[src/rtl/soe_accumulator.sv]
`default_nettype none
// ============================================================================
// Module      : soe_accumulator
// Description : Per-bit sum-of-errors counter comparing a DUT against its
//               golden copy over a programmed number of samples.
// Revision    : 1.0  initial release
// ============================================================================
module soe_accumulator #(
   parameter int NUM_OUT = 2,
   parameter int CNT_W   = 32,
   parameter int CYC_W   = 32
) (
   input  logic                     clk,
   input  logic                     rst,
   input  logic                     start,
   input  logic [CYC_W-1:0]         max_cycles,
   input  logic                     sample_en,
   input  logic [NUM_OUT-1:0]       dut_out,
   input  logic [NUM_OUT-1:0]       golden_out,
   output logic                     busy,
   output logic                     done,
   output logic [CYC_W-1:0]         cycle_cnt,
   output logic [NUM_OUT*CNT_W-1:0] soe,
   output logic                     any_err
);

   typedef enum logic [1:0] {
      S_IDLE  = 2'd0,
      S_RUN   = 2'd1,
      S_DRAIN = 2'd2,
      S_DONE  = 2'd3
   } state_t;

   localparam logic [CNT_W-1:0] c_sat = '1;
   localparam logic [CYC_W-1:0] c_one = CYC_W'(1);

   state_t                     r_state;
   logic [CYC_W-1:0]           r_max;
   logic [CYC_W-1:0]           r_cycle_cnt;
   logic [NUM_OUT-1:0]         r_stage_mm;
   logic                       r_stage_vld;
   logic [NUM_OUT*CNT_W-1:0]   r_soe;
   logic                       r_any_err;
   logic                       r_busy;
   logic                       r_done;

   logic w_start_ok;
   logic w_last;

   assign w_start_ok = start && ((r_state == S_IDLE) || (r_state == S_DONE));
   assign w_last     = (r_cycle_cnt == (r_max - c_one));

   always_ff @(posedge clk or posedge rst) begin
      if (rst) begin
         r_state     <= S_IDLE;
         r_max       <= '0;
         r_cycle_cnt <= '0;
         r_stage_mm  <= '0;
         r_stage_vld <= 1'b0;
         r_soe       <= '0;
         r_any_err   <= 1'b0;
         r_busy      <= 1'b0;
         r_done      <= 1'b0;
      end else begin
         // Retire the staged compare; counters stick at full scale.
         if (r_stage_vld) begin
            for (int i = 0; i < NUM_OUT; i++) begin
               if (r_soe[i*CNT_W +: CNT_W] != c_sat)
                  r_soe[i*CNT_W +: CNT_W] <= r_soe[i*CNT_W +: CNT_W] +
                                             {{(CNT_W-1){1'b0}}, r_stage_mm[i]};
            end
            if (|r_stage_mm)
               r_any_err <= 1'b1;
         end

         case (r_state)
            S_IDLE, S_DONE: begin
               if (w_start_ok) begin
                  r_soe       <= '0;
                  r_cycle_cnt <= '0;
                  r_any_err   <= 1'b0;
                  r_max       <= max_cycles;
                  r_stage_vld <= 1'b0;
                  r_busy      <= 1'b1;
                  r_done      <= 1'b0;
                  r_state     <= (max_cycles == '0) ? S_DRAIN : S_RUN;
               end else if (r_state == S_DONE) begin
                  // busy/done trail the state by one edge, so done rises
                  // two edges after the final sample.
                  r_done <= 1'b1;
                  r_busy <= 1'b0;
               end
            end
            S_RUN: begin
               if (sample_en) begin
                  r_stage_mm  <= dut_out ^ golden_out;
                  r_stage_vld <= 1'b1;
                  r_cycle_cnt <= r_cycle_cnt + c_one;
                  if (w_last)
                     r_state <= S_DRAIN;
               end else begin
                  r_stage_vld <= 1'b0;
               end
            end
            S_DRAIN: begin
               r_stage_vld <= 1'b0;
               r_state     <= S_DONE;
            end
            default: r_state <= S_IDLE;
         endcase
      end
   end

   assign busy      = r_busy;
   assign done      = r_done;
   assign cycle_cnt = r_cycle_cnt;
   assign soe       = r_soe;
   assign any_err   = r_any_err;

endmodule
`default_nettype wire

[config.mk]
export PLATFORM = sky130hd
export DESIGN_NAME = soe_accumulator
export DESIGN_NICKNAME = d
export VERILOG_FILES = /design/src/rtl/soe_accumulator.sv
export SDC_FILE = /design/constraint.sdc
export NUM_CORES = 1
export LEC_CHECK = 0
export ABC_CLOCK_PERIOD_IN_PS = 11500
export BUFFER_PORTS_ARGS = -buffer_cell sky130_fd_sc_hd__buf_4
export CORE_UTILIZATION = 50
export DETAILED_ROUTE_END_ITERATION = 8
export GPL_TIMING_DRIVEN = 0
export PLACE_DENSITY = 0.77
export REMOVE_ABC_BUFFERS = 1
export SYNTH_ARGS = -nofsm -noshare
export SYNTH_HDL_FRONTEND = slang
export SYNTH_SLANG_ARGS = --single-unit
[constraint.sdc]
create_clock -name clk -period 11.5 [get_ports clk]
set_input_delay 2.875 -clock clk [delete_from_list [all_inputs] [get_ports clk]]
set_output_delay 2.875 -clock clk [all_outputs]
set_load 0.02 [all_outputs]
==> flow_summary.yaml <==
logic_synthesis:
  synth-compound-area-share_pct: 6.980
  netlist_area_um2: 7761
  yosys.area_share.simple_pct: 29.87
  synth-adder-area-share_pct: 1.451
  ys_warn_count: 0
  synth.area.top_cells: "dfrtp_1 44%, xor2_1 8.5%, nand2_1 7.5%, nor2_1 4.9%, xnor2_1 4.4%"
  async_flop_share_pct: 100.0
  ys_ff_latch: 136
  yosysTopAreaCell: "dfrtp_1"
  synth_edf_count: 0
  muxShareOfSynthArea_pct: 1.741
  ys_seq_area_share_pct: 43.85
  synth_xor_area_share_pct: 12.86
  synth_top_family_by_area: "simple AND/OR/NAND/NOR gates"
  syn_inst: 868
  ys_types: 68
  avgSynthCellArea_um2: 8.941
  ys.flop_type: "dfrtp_1"
  yosysTopAreaCellShare_pct: 43.85
clock_network:
  clock-root-buffer: "clkbuf_16"
  htreeDepth: 4
  cts.sinks: 136
  clk_pin_slew_ps: 60
  cts_setup_buffers: 0
  cts_tree: "yes"
  post_cts_resized: 0
  clockBufferDepth: 2
  cts-buffers-inserted: 17
  insertion_delay_ps: 420
  hold_buffers: 0
grt:
  grt_pass1_wl_mm: 31.40
  grt_overflow: 0
  antenna_found_initial: 0
  gr-usage-all-layers_pct: 24.64
  grt_max_degree: 75
  grt_pass1_vias: 6348
timing:
  rsz0062_at_grt: "no"
  setup_viol: 0
  fin_crit_sh_pct: 43.56
  fmax_mhz: 199.6
  whs_ps: 495.2
  period_needed_ps: 5009
  tightest_slew_ps: 1267
  hold_viol: 0
  slew-limit-headroom_pct: 15.32
  tns_ps: 0
  skew_ps: 7.591
  slew_violations: 0
  worst_slack_ps: 6491
die:
  die_h_um: 126.6
  chipWidth_um: 126.6
  core_um2: 15200
  ios: 139
  num_rows: 45
  initial_utilization_pct: 51.05
  design.die.area_um2: 16030
critical_path:
  critical_path_class: "in -> reg"
  cp.arrival_ps: 5350
  r2r-start: "r_state[0]$_DFFE_PP0P_"
  rr_worst_depth: 9
  crit_path_start_kind: "input pin"
  worst-endpoint-required_ps: 11840
  rrSetupSlack_ps: 8020
  cp_max_fo: 11
  critPathCaptureType: "register"
  r2r-end: "cycle_cnt[27]$_DFFE_PP0P_"
pwr:
  ir_worst_vdd_mv: 0.1557
  clockPowerShare_pct: 29.5
  pwr-share-comb_pct: 32.7
  p_switching_uw: 686.6
  p_int_uw: 1111
  power_frac_seq_pct: 37.7
  power_leakage_uw: 0.004351
  swShare_pct: 38.19
  power_density_nw_per_um2: 189.2
final_layout:
  insertedDiodeCount: 0
  final_net_count: 1043
  finalNonFillerCells: 1195
  final_common_cell: "nand2_1"
  most-common-layout-cells: "155 x nand2_1, 138 x buf_4, 136 x dfrtp_1"
  fillers: 1301
  synthToLayoutAreaGrowth_pct: 22.46
  finalInstanceArea_um2: 9504
  drive_gt1_share_pct: 19.27
placement:
  gp_congestion: 0.8894
  place_area_um2: 8936
  port-buffer-count: 138
  hpwl_mm: 13.06
  placedCellCount: 1163
  pre_cts_ws_ps: 6126
route:
  wire_per_inst_um: 15.79
  firstDrtPassIters: 9
  drc: 2
  ant_nets: 0
  routed_via_density: 5.626
  vias: 6723
  drtIter0Drc: 470
  finalWirelength_mm: 18.87
run:
  drv_cap: 0
min_path:
  min_from: "done$_DFFE_PP0P_"
  min_path_type: "reg -> reg"
  hold_path_end: "done$_DFFE_PP0P_"
  hold-path-cell-count: 2
status:
  violations: "design-rule violations"
  status: "finished, violations left"
[cell families (layout without fill, tap and decap cells)]
kind of cell | after synthesis | in the layout
adder cells (fa/ha/maj) | 9 | 9
XOR/XNOR | 114 | 114
flip-flops | 136 | 136
multiplexers | 13 | 13
AO/OA/AOI/OAI | 87 | 87
buffers and inverters | 54 | 193
AND/OR/NAND/NOR | 455 | 455
[cell type report]
cell class | count | area [um2] | area share, %
repair buffers | 141 | 1106 | 11.64
clock inverters | 8 | 96.34 | 1.014
multi-input cells | 678 | 4111 | 43.26
clock buffers | 24 | 471.7 | 4.963
inverters | 20 | 80.08 | 0.8425
well taps | 188 | 235.2 | 2.475
flip-flops and latches | 136 | 3403 | 35.81
[Yosys cell counts (all sizes together), types with 2 or more instances]
library cell and number:
a31oi 6, and4 12, o21ai 36, or4b 2, or3 17, xnor2 39, a21boi 2, o31ai 3
a221oi 2, a21oi 21, dfrtp 136, nor4 22, buf 9, nand4b 2, nand3b 4, ha 9
or4 2, nor4b 2, nand2b 4, nand3 46, nand4 31, mux2i 9, mux2 4, xor2 75
nor3b 5, and3 14, nand2 156, nor2b 3, clkbuf 25, a22oi 3, nor2 101, o211ai 2
inv 20, and2 7, nor3 22
[metrics by stage]
stage                     utilization, %  power (uW)
final                              62.52        1798
after global placement             58.26        1230
after global routing               62.52        1912
after CTS                          62.52        1801
after floorplan                        -        1072
after detailed placement           58.78        1264
[power by group through the flow]
stage	combinational [uW]	sequential, uW	clock, uW
floorplan	407	665	0
global placement	553	677	0
detailed placement	583	681	0
CTS	588	675	538
global route	660	691	561
finish	588	678	531
[sequential cells by signal, indices dropped and copies added (netlist names)]
register     cells
any_err          1
busy             1
cycle_cnt       32
done             1
r_max           32
r_stage_mm       2
r_stage_vld      1
r_state          2
soe             64
[critical path, stage by stage]
cell and delay, ps:
buf_4 140, mux2i_1 130, nor4b_2 760, nor3b_2 400
and3_1 290, nand2_1 200, or3_1 390, a21oi_1 150
[how the worst max path moves through the flow]
stage | start | to | cells after the start
6_report | sample_en | cycle_cnt[27]$_DFFE_PP0P_ | 8
5_1_grt | sample_en | cycle_cnt[27]$_DFFE_PP0P_ | 8
4_1_cts | sample_en | cycle_cnt[27]$_DFFE_PP0P_ | 8
3_5_place_dp | sample_en | cycle_cnt[27]$_DFFE_PP0P_ | 8
3_3_place_gp | rst | soe[48]$_DFF_PP0_ | 2
2_1_floorplan | rst | any_err$_DFF_PP0_ | 1
[routing by layer]
metal	GRT usage, %	vias up	part of all wire (%)
li1	-	3255	-
met3	5.736	26	4.3
met2	39.75	170	47
met4	6.945	0	1.3
met1	33.28	3272	47
met5	0	-	0
Note: power is estimated with default switching activity, not from simulation.
